===== config.mk =====
export PLATFORM = sky130hd
export DESIGN_NAME = div_iter
export DESIGN_NICKNAME = d
export VERILOG_FILES = /design/src/rtl/div_pkg.sv /design/src/rtl/div_step.sv /design/src/rtl/div_iter.sv
export SDC_FILE = /design/constraint.sdc
export NUM_CORES = 1
export LEC_CHECK = 0
export ABC_AREA = 1
export BUFFER_PORTS_ARGS = -buffer_cell sky130_fd_sc_hd__buf_2
export CORE_UTILIZATION = 49
export CTS_CLUSTER_SIZE = 28
export DETAILED_ROUTE_END_ITERATION = 7
export GPL_TIMING_DRIVEN = 0
export PLACE_DENSITY = 0.64
export SLEW_MARGIN = 20
export SYNTH_ARGS = -nofsm -noshare
export SYNTH_HDL_FRONTEND = slang
export SYNTH_SLANG_ARGS = --single-unit

===== constraint.sdc =====
create_clock -name clk -period 8.23 [get_ports clk]
set_input_delay 1.646 -clock clk [delete_from_list [all_inputs] [get_ports clk]]
set_output_delay 1.646 -clock clk [all_outputs]
set_load 0.02 [all_outputs]

===== src/rtl/div_pkg.sv =====
// Shared definitions for the iterative divider: FSM state type and default operand width.
package div_pkg;

    typedef enum logic [1:0] {
        S_IDLE,
        S_DIVZERO,
        S_ON,
        S_END
    } div_state_e;

    localparam int unsigned DIV_WIDTH_DEFAULT = 32;

endpackage


===== src/rtl/div_step.sv =====
// One combinational restoring-division step: trial-subtract the divisor from the partial remainder.
module div_step
    import div_pkg::*;
#(
    parameter int unsigned WIDTH = DIV_WIDTH_DEFAULT
) (
    input  logic [WIDTH:0]   partial_i,
    input  logic [WIDTH-1:0] divisor_i,
    output logic [WIDTH-1:0] rem_o,
    output logic             qbit_o
);

    logic [WIDTH-1:0] diff;

    // When the subtraction succeeds the result is below the divisor, so WIDTH bits suffice.
    always_comb begin
        qbit_o = (partial_i >= {1'b0, divisor_i});
        diff   = partial_i[WIDTH-1:0] - divisor_i;
        rem_o  = qbit_o ? diff : partial_i[WIDTH-1:0];
    end

endmodule


===== src/rtl/div_iter.sv =====
// Multi-cycle restoring divider for EX: one quotient bit per cycle, signed/unsigned, divide-by-zero flag, annul.
module div_iter
    import div_pkg::*;
#(
    parameter int unsigned WIDTH = DIV_WIDTH_DEFAULT
) (
    input  logic                 clk,
    input  logic                 rst,
    input  logic                 start_i,
    input  logic                 annul_i,
    input  logic                 signed_div_i,
    input  logic [WIDTH-1:0]     opdata1_i,
    input  logic [WIDTH-1:0]     opdata2_i,
    output logic [2*WIDTH-1:0]   result_o,
    output logic                 ready_o,
    output logic                 busy_o,
    output logic                 dbz_o
);

    localparam int unsigned CW = $clog2(WIDTH);
    localparam logic [CW-1:0] CNT_LAST = CW'(WIDTH - 1);

    div_state_e state_q, state_d;

    logic [2*WIDTH:0]   sh_q, sh_d;
    logic [WIDTH-1:0]   dvs_q, dvs_d;
    logic [CW-1:0]      cnt_q, cnt_d;
    logic               sign1_q, sign1_d, sign2_q, sign2_d;
    logic               sgn_q, sgn_d, dbz_q, dbz_d;
    logic [2*WIDTH-1:0] result_q, result_d;

    logic [WIDTH-1:0]   abs1, abs2, step_rem, q_raw, q_fix, r_fix;
    logic               step_q;

    div_step #(.WIDTH(WIDTH)) u_step (
        .partial_i (sh_q[2*WIDTH:WIDTH]),
        .divisor_i (dvs_q),
        .rem_o     (step_rem),
        .qbit_o    (step_q)
    );

    // Shift register holds the pre-shifted partial remainder on top, so the step reads it directly.
    always_comb begin
        abs1  = (signed_div_i && opdata1_i[WIDTH-1]) ? -opdata1_i : opdata1_i;
        abs2  = (signed_div_i && opdata2_i[WIDTH-1]) ? -opdata2_i : opdata2_i;
        q_raw = {sh_q[WIDTH-2:0], step_q};
        q_fix = (sgn_q && (sign1_q ^ sign2_q)) ? -q_raw : q_raw;
        r_fix = (sgn_q && sign1_q) ? -step_rem : step_rem;
    end

    always_ff @(posedge clk or posedge rst) begin
        if (rst) state_q <= S_IDLE;
        else     state_q <= state_d;
    end

    always_comb begin
        state_d = state_q;
        if (annul_i) begin
            state_d = S_IDLE;
        end else begin
            case (state_q)
                S_IDLE:    if (start_i) state_d = (opdata2_i == '0) ? S_DIVZERO : S_ON;
                S_DIVZERO: state_d = S_END;
                S_ON:      if (cnt_q == CNT_LAST) state_d = S_END;
                S_END:     if (!start_i) state_d = S_IDLE;
                default:   state_d = S_IDLE;
            endcase
        end
    end

    always_comb begin
        sh_d     = sh_q;
        dvs_d    = dvs_q;
        cnt_d    = cnt_q;
        sign1_d  = sign1_q;
        sign2_d  = sign2_q;
        sgn_d    = sgn_q;
        dbz_d    = dbz_q;
        result_d = result_q;
        if (annul_i) begin
            cnt_d = '0;
        end else begin
            case (state_q)
                S_IDLE: if (start_i) begin
                    sh_d     = {{WIDTH{1'b0}}, abs1, 1'b0};
                    dvs_d    = abs2;
                    cnt_d    = '0;
                    sign1_d  = opdata1_i[WIDTH-1];
                    sign2_d  = opdata2_i[WIDTH-1];
                    sgn_d    = signed_div_i;
                    dbz_d    = (opdata2_i == '0);
                    result_d = '0;
                end
                S_DIVZERO: result_d = '0;
                S_ON: begin
                    sh_d = {step_rem, sh_q[WIDTH-1:0], step_q};
                    if (cnt_q == CNT_LAST) result_d = {r_fix, q_fix};
                    else                   cnt_d    = cnt_q + 1'b1;
                end
                default: ;
            endcase
        end
    end

    always_ff @(posedge clk or posedge rst) begin
        if (rst) begin
            sh_q     <= '0;
            dvs_q    <= '0;
            cnt_q    <= '0;
            sign1_q  <= 1'b0;
            sign2_q  <= 1'b0;
            sgn_q    <= 1'b0;
            dbz_q    <= 1'b0;
            result_q <= '0;
        end else begin
            sh_q     <= sh_d;
            dvs_q    <= dvs_d;
            cnt_q    <= cnt_d;
            sign1_q  <= sign1_d;
            sign2_q  <= sign2_d;
            sgn_q    <= sgn_d;
            dbz_q    <= dbz_d;
            result_q <= result_d;
        end
    end

    always_comb begin
        ready_o  = (state_q == S_END);
        busy_o   = (state_q == S_DIVZERO) || (state_q == S_ON);
        result_o = ready_o ? result_q : '0;
        dbz_o    = ready_o & dbz_q;
    end

endmodule

Yosys cells after proc, flatten, opt, wreduce, memory -nomap -nowiden
Cells that the tools add are included.
- flip-flop bits (word level): 172
- input port bits: 69
- word-level logic and storage cells: 65
- $add $sub $neg: 6
- order comparisons: 1
- equality and inequality tests: 10
- mux-type cells: 21
- bitwise gates (word level): 3
- reductions and logical operators: 15
- operators by type and width (operator ; count):
    64-bit two-way mux ; 3
    64-bit one-hot mux with 3 select lines ; 1
    32-bit two-way mux ; 5
    65-bit one-hot mux with 2 select lines ; 1
    32-bit negation ; 4
    65-bit two-way mux ; 1
    33-bit by 32-bit >= comparator with 1-bit output ; 1
    32-bit zero test ; 1
    32-bit subtractor ; 1
    5-bit two-way mux ; 3
    3-bit inequality test (second input constant) ; 4
    3-bit AND reduction ; 4
    2-bit two-way mux ; 5
    5-bit one-hot mux with 2 select lines ; 1
    2-bit one-hot mux with 4 select lines ; 1
    3-bit nonzero test ; 2
    5-bit by 1-bit adder with 5-bit output (second input constant) ; 1
    5-bit == test (second input constant) ; 1
    2-bit == test (second input constant) ; 2
    1-bit logical AND ; 4
    2-bit inequality test (second input constant) ; 2
    4-bit AND reduction ; 1
    2-bit by 1-bit == test with 1-bit output (second input constant) ; 1
    2-bit zero test ; 1
    other kinds (5) ; 5

Depth between registers and ports, before layout
Gate-level depths: netlist of run 1.
- word-level depth: 6
- gate-level depth with buffers: 32
- gate-level depth less buffers: 30

Cells and area by module
Synthesis of run 1 repeated with hierarchy kept, for this count alone.
- cell total of the unflattened synthesis: 2362
- area, all modules: 14293.7 sq um
- by module, submodules not included (module ; times used ; cells each ; area an instance (sq um) ; seq. area each (sq um)):
    div_iter ; 1 ; 1715 ; 11133.2 ; 4304.1
    div_step ; 1 ; 647 ; 3160.5 ; 0.0

Worst setup path before layout of run 1
Ideal clock, no wire load.
- path kind: register to register
- from: register sh_q[56]
- to: register result_q[30]
- arrival time: 3.597 ns
- required time: 8.113 ns
- path slack: 4.516 ns
- stages on the path, launching flop included: 29
- buffers on the path: 2
- clock period less this slack: 3.714 ns
- cells stage by stage: dfrtp_1 -> ha_1 -> nand2_1 -> inv_1 -> nand2_1 -> nand2_1 -> a21oi_2 -> nor2_2 -> nor2_4 -> nand2_8 -> buf_12 -> inv_4 -> buf_6 -> ha_1 -> inv_1 -> nor3_2 -> inv_1 -> nor2_1 -> nand2_1 -> nor3_2 -> nand2_1 -> nor2_2 -> nand3_1 -> nor2_1 -> nand2_1 -> o31ai_4 -> nand3b_1 -> nand3_1 -> nand2_1
- cells in the longest elaborated chain, start to end: 5
- ends and longest elaborated chain (item ; line ; RTL):
    start, declared ; div_iter.sv:25 ; logic [2*WIDTH:0] sh_q, sh_d;
    start signal, assigned ; div_iter.sv:107 ; sh_q <= '0;
    start signal, assigned ; div_iter.sv:116 ; sh_q <= sh_d;
    33-bit by 32-bit >= comparator with 1-bit output ; div_step.sv:17 ; qbit_o = (partial_i >= {1'b0, divisor_i});
    32-bit negation ; div_iter.sv:47 ; q_fix = (sgn_q && (sign1_q ^ sign2_q)) ? -q_raw : q_raw;
    32-bit two-way mux ; div_iter.sv:47 ;
    64-bit two-way mux ; div_iter.sv:97 ; if (cnt_q == CNT_LAST) result_d = {r_fix, q_fix};
    64-bit one-hot mux with 3 select lines ; div_iter.sv:83 ; case (state_q)
    end signal, assigned ; div_iter.sv:123 ; result_q <= result_d;
    end, declared ; div_iter.sv:30 ; logic [2*WIDTH-1:0] result_q, result_d;
No other way between the ends. The select of a mux whose other input is x is not followed.
A chain may end at the register's enable or synchronous reset.

Final worst setup path of run 1
- from: register sh_q[51]
- to: register result_q[30]
The elaborated chain is that of the path after synthesis.

==> results.sh, run 1 <==
export IMPL_outcome="finished, final reports clean"
export IMPL_fillers=2891
export IMPL_synthArstFlopShare=1.00
export IMPL_arrival_ns=4.98
export IMPL_seq_area_frac_synth=0.312
export IMPL_seqCellArea_mm2=0.00430
export IMPL_synth_edff_count=0
export IMPL_overflow=0
export IMPL_drv_cap=0
export IMPL_yosysMostFrequentCell="nand2_1"
export IMPL_drc=0
export IMPL_setup_worst_path_start="sh_q[51]"
export IMPL_tns_ns=0
export IMPL_wirelength_um=45200
export IMPL_die_h_um=170
export IMPL_cp_start_kind="flip-flop"
export IMPL_vias=14300
export IMPL_cts_buffer_depth=2
export IMPL_holdBufCountCts=0
export IMPL_diodes=0
export IMPL_numCtsBuffers=17
export IMPL_final_nets=2461
export IMPL_slew_headroom=0.404
export IMPL_start_util=0.498
export IMPL_finalSetupViolCount=0
export IMPL_hold_path_class="reg2reg"
export IMPL_drt_iter0_markers=1340
export IMPL_gp_congestion=0.939
export IMPL_worstMarginPinSlew_ns=0.890
export IMPL_firstDrtPassIters=7
export IMPL_syn_nets=2306
export IMPL_multi_input_area_mm2=0.00787
export IMPL_slowest_stage="dfrtp_1"
export IMPL_skew_ns=0.0102
export IMPL_synthDistinctLibCells=54
export IMPL_synth_commonest_cells="721 x nand2_1, 328 x inv_1, 197 x nor2_1, 180 x o21ai_0, 172 x dfrtp_1"
export IMPL_vias_per_cell=5.23
export IMPL_die_area_mm2=0.0288
export IMPL_postRouteAntennaNets=0
export IMPL_syn_inst=2194
export IMPL_cts_resized=0
export IMPL_crit_family="simple AND/OR/NAND/NOR gates"
export IMPL_cts_root_buf="clkbuf_16"
export IMPL_cpMostUsedCell="nand2_1"
export IMPL_cts_sinks=172
export IMPL_clk_latency_ns=0.45
export IMPL_end_kind="flip-flop"
export IMPL_first_global_vias=12800
export IMPL_grt_usage=0.319
export IMPL_hpwl_um=36700
export IMPL_min_period_ns=4.63
export IMPL_cp_buffers_inverters=6
export IMPL_ys_warn_count=0
export IMPL_crit_fanout=10
export IMPL_drv_slew=0
export IMPL_synth_area_leaders="dfrtp_1 31%, nand2_1 20%, inv_1 8.9%, o21ai_0 6.5%, nor2_1 5.4%"
export IMPL_synth_flop_cell="dfrtp_1"
export IMPL_drive_gt1_frac=0.109
export IMPL_cpPeakStageDelay_ns=0.46
export IMPL_hold_violations=0
export IMPL_final_util=0.562
export IMPL_place_ws_ns=3.69
export IMPL_grt_pass1_wl_um=69900
export IMPL_antenna_found_initial=0
export IMPL_port_buffers=135
export IMPL_fin_crit_sh=0.562
export IMPL_rows=61
export IMPL_ys_ff_latch=172
export IMPL_grt_setup_unrepaired="no"
export IMPL_netlist_area_leader_share=0.312
export IMPL_area_growth_pct=12.9
export IMPL_cts_setup_buffers=0
export IMPL_tritoncts="done"
export IMPL_io_pins=136
export IMPL_netlist_area_mm2=0.0138
export IMPL_clkTransAtPathRegs_ns=0.08
export IMPL_path_class="reg2reg"
export IMPL_wire_per_inst_um=16.5
export IMPL_avgSynthCellArea_um2=6.28
export IMPL_cp_required_ns=8.58
export IMPL_fmax_mhz=216
export IMPL_fin_ws_ns=3.60
export IMPL_die_w_um=170
export IMPL_core_mm2=0.0277
export IMPL_htree_num_levels=4
export IMPL_yosysTopAreaCell="dfrtp_1"
export IMPL_grt_max_degree=88
export IMPL_min_from="result_q[49]"
export IMPL_rr_startpoint="sh_q[51]"
## registers in the layout, summed over array words and instances (netlist names)
| signal | count |
|---|---|
| dbz_q | 1 |
| dvs_q | 32 |
| sign1_q | 1 |
| sign2_q | 1 |
| state_q | 2 |
| sh_q | 65 |
| sgn_q | 1 |
| result_q | 64 |
| cnt_q | 5 |
## metal layers
| layer | up-vias | global-route usage | wire length (um) |
|---|---|---|---|
| li1 | 7239 | - | - |
| met1 | 6466 | 0.475 | 22100 |
| met2 | 558 | 0.469 | 18600 |
| met3 | 57 | 0.0508 | 3580 |
| met4 | 0 | 0.0940 | 928 |
| met5 | - | 0 | 0 |
## stage by stage
step	instance area, um^2	hold WS (ns)	std cells
after floorplan	13800	0.449	2194
after global placement	14900	0.462	2707
after detailed placement	15000	0.467	2708
after CTS	15600	0.486	2740
after global routing	15600	0.499	2740
final	15600	0.481	2740
## cell type report
type	instances	area share
clock inverter	13	0.00949
inverter	340	0.0827
clock buffer	19	0.0285
multi-input combinational	1611	0.506
sequential	172	0.277
timing repair buffer	136	0.0452
buffer	71	0.0216
tap	378	0.0304
## tightest hold or removal path: stages (launching register included)
cell     delay [ns]
dfrtp_1        0.34
nand2_1        0.06
nand2_1        0.05
## cells by family after synthesis
logic type	share of synthesized area
XOR/XNOR	0.0318
flip-flops	0.312
buffers and inverters	0.117
AO/OA/AOI/OAI	0.142
adder cells (fa/ha/maj)	0.0396
AND/OR/NAND/NOR	0.357
## cell usage in the layout (no fill, tap or decap), drive strengths merged, types with 14 or more instances in the layout
cell / n
clkbuf: 70
a21oi: 81
nor2: 216
inv: 346
dfrtp: 172
o211ai: 23
o21ai: 199
nand3: 129
nor3: 28
buf: 156
xor2: 40
nand4: 20
nand2: 745
o22ai: 14
ha: 42
## worst paths after layout
path	slack (ns)	cells past startpoint	end
min in group asynchronous	1.25	2	result_q[10]
max	3.60	28	result_q[30]
max reg2reg	3.60	28	result_q[30]
min	0.48	2	result_q[49]
max in group asynchronous	6.12	3	dvs_q[19]
min reg2reg	0.48	2	result_q[49]
Power of run 1 is left out: the tool's default activity adds up to more than one toggle a clock period on the data nets, which glitch-free logic cannot reach.
==> inputs of run 2 (changes only) <==
--- a/config.mk
+++ b/config.mk
@@ -11,7 +11,7 @@
 export CTS_CLUSTER_SIZE = 28
 export DETAILED_ROUTE_END_ITERATION = 7
 export GPL_TIMING_DRIVEN = 0
-export PLACE_DENSITY = 0.64
+export PLACE_DENSITY = 0.67
 export SLEW_MARGIN = 20
 export SYNTH_ARGS = -nofsm -noshare
 export SYNTH_HDL_FRONTEND = slang
==> constraint.sdc (replaced) <==
create_clock -name clk -period 3.7 [get_ports clk]
set_input_delay 0.74 -clock clk [delete_from_list [all_inputs] [get_ports clk]]
set_output_delay 0.74 -clock clk [all_outputs]
set_load 0.02 [all_outputs]
==> run 2 against run 1 <==
Effect of this change: via count up 2.6%; cell count up 1.5%; hold slack worse by 0.12 ns; sequential share of layout area down 1.4 points; count of clock-buffer cells in the layout unchanged; clock skew up 0.0043 ns; core utilization up 3.3 points; routed wire length up 2.2%; non-clock buffer count up 42; largest cell class unchanged.
==> results.sh, run 2 (synthesis gave the netlist of run 1 again) <==
export IMPL_design_area_mm2=0.0165
export IMPL_vias_per_cell=5.28
export IMPL_grt_setup_unrepaired="yes"
export IMPL_min_period_ns=3.54
export IMPL_crit_chain="ha_4, nand2_2, nor2_4, nand3_1, nor2_2, nand2_1, nand2_2, nor2_4, nand2_8, buf_4, buf_6, nand2_1, o21ai_2, ha_2, nand2_1, nor2_4, nand3_4, inv_2, nand2_1, nand2_2, nand3_1, nand3_1, nand2_1"
export IMPL_core_mm2=0.0277
export IMPL_io_pins=136
export IMPL_clkTransAtPathRegs_ns=0.08
export IMPL_wirelength_um=46100
export IMPL_area_growth_pct=19.5
export IMPL_arrival_ns=3.87
export IMPL_top_regs="sh_q: 65 flops, result_q: 64 flops, dvs_q: 32 flops"
export IMPL_rows=61
export IMPL_skew_ns=0.0145
export IMPL_cts_root_buf="clkbuf_16"
export IMPL_holdBufCountCts=0
export IMPL_worstMarginPinSlew_ns=0.849
export IMPL_overflow=0
export IMPL_drc=0
export IMPL_antenna_found_initial=0
export IMPL_finalSetupViolCount=0
export IMPL_regMostFlops="sh_q"
export IMPL_cts_sinks=172
export IMPL_hold_violations=0
export IMPL_final_common_cell="nand2_1"
export IMPL_grt_pass1_wl_um=72800
export IMPL_cpMostUsedCell="nand2_1"
export IMPL_start_util=0.498
export IMPL_hold_path_class="in2async"
export IMPL_largest_register_ffs=65
export IMPL_first_global_vias=13500
export IMPL_fmax_mhz=282
export IMPL_fin_crit_sh=0.957
export IMPL_grt_usage=0.329
export IMPL_cpPeakStageDelay_ns=0.44
export IMPL_gp_congestion=0.954
export IMPL_end_kind="flip-flop"
export IMPL_drv_cap=0
export IMPL_final_nets=2503
export IMPL_place_ws_ns=-0.840
export IMPL_crit_fanout=10
export IMPL_htree_num_levels=4
export IMPL_die_h_um=170
export IMPL_firstDrtPassIters=5
export IMPL_drive_gt1_frac=0.171
export IMPL_dpl_cell_area_mm2=0.0150
export IMPL_slew_headroom=0.432
export IMPL_cts_buffer_depth=2
export IMPL_tritoncts="done"
export IMPL_outcome="finished, final reports clean"
export IMPL_port_buffers=135
export IMPL_numCtsBuffers=17
export IMPL_diodes=0
export IMPL_die_area_mm2=0.0288
export IMPL_hpwl_um=36800
export IMPL_die_w_um=170
export IMPL_drt_iter0_markers=1463
export IMPL_drv_slew=0
export IMPL_fillers=2783
export IMPL_wire_per_inst_um=16.6
export IMPL_cp_required_ns=4.03
export IMPL_path_class="reg2reg"
export IMPL_slowest_stage="dfrtp_1"
export IMPL_fin_ws_ns=0.159
export IMPL_grt_max_degree=35
export IMPL_final_cell_mix="693 x nand2_1, 304 x inv_1, 191 x nor2_1"
export IMPL_cp_start_kind="flip-flop"
export IMPL_clk_latency_ns=0.45
export IMPL_postRouteAntennaNets=0
export IMPL_final_util=0.595
export IMPL_vias=14700
-- run 2: changes by cell type in the layout (fill, tap and decap cells not counted), moves of 4 or more --
cell | previous run | this run
dfrtp_2 | 0 | 18
buf_4 | 3 | 43
ha_1 | 42 | 12
nand2_1 | 721 | 693
buf_12 | 1 | 5
nand2_2 | 22 | 48
dfrtp_1 | 172 | 154
ha_4 | 0 | 29
inv_1 | 327 | 304
inv_2 | 9 | 32
nor2_4 | 5 | 9
nor2_1 | 197 | 191
-- run 2: critical path: cells and delay by family, from the launching register on --
family	cells	cell delay [ns]
buffers and inverters	3	0.43
DFF	1	0.44
and+or+nand+nor	17	1.85
adders and majority gates	2	0.58
AOI/OAI and AO/OA	1	0.13
-- run 2: worst paths after layout --
path	startpoint	end	slack (ns)	depth (start not counted)
hold / removal	rst	result_q[40]	0.36	2
setup reg to reg	sh_q[56]	result_q[56]	0.16	23
max in group asynchronous	rst	dvs_q[18]	2.33	5
setup / recovery	sh_q[56]	result_q[56]	0.16	23
min in group clk	result_q[49]	result_q[49]	0.48	2
hold reg to reg	result_q[49]	result_q[49]	0.48	2
-- run 2: area by class of cell --
cell class	count	area (um^2)	area share
plain buffers	69	305	0.0185
clock buffers	19	443	0.0269
clock inverters	13	151	0.00919
inverters	340	1290	0.0784
multi-input cells	1611	8410	0.510
flip-flops and latches	172	4330	0.263
well taps	378	473	0.0287
repair buffers	180	1080	0.0653
-- run 2: repair_timing --
item / in CTS / in global routing
pin swaps: 25 / 18
setup endpoints to repair: 8 / 24
buffers inserted: 28 / 12
resized for setup: 98 / 33
-- run 2: metrics by stage --
| stage | setup TNS (ns) | hold WS (ns) | cells |
|---|---|---|---|
| 6_report | 0 | 0.357 | 2782 |
| 4_1_cts | 0 | 0.360 | 2770 |
| 3_5_place_dp | -3.85 | 0.466 | 2712 |
| 2_1_floorplan | 0 | 0.449 | 2194 |
| 5_1_grt | -0.0348 | 0.388 | 2782 |
| 3_3_place_gp | -64.26 | 0.464 | 2707 |
-- run 2: routing by layer --
metal | global-route usage | wire length [um] | up-vias
met1 | 0.484 | 21900 | 6750
met5 | 0 | 0 | -
li1 | - | - | 7332
met3 | 0.0536 | 3700 | 48
met2 | 0.496 | 19700 | 566
met4 | 0.0846 | 873 | 0
Power of run 2 is left out for the same reason.
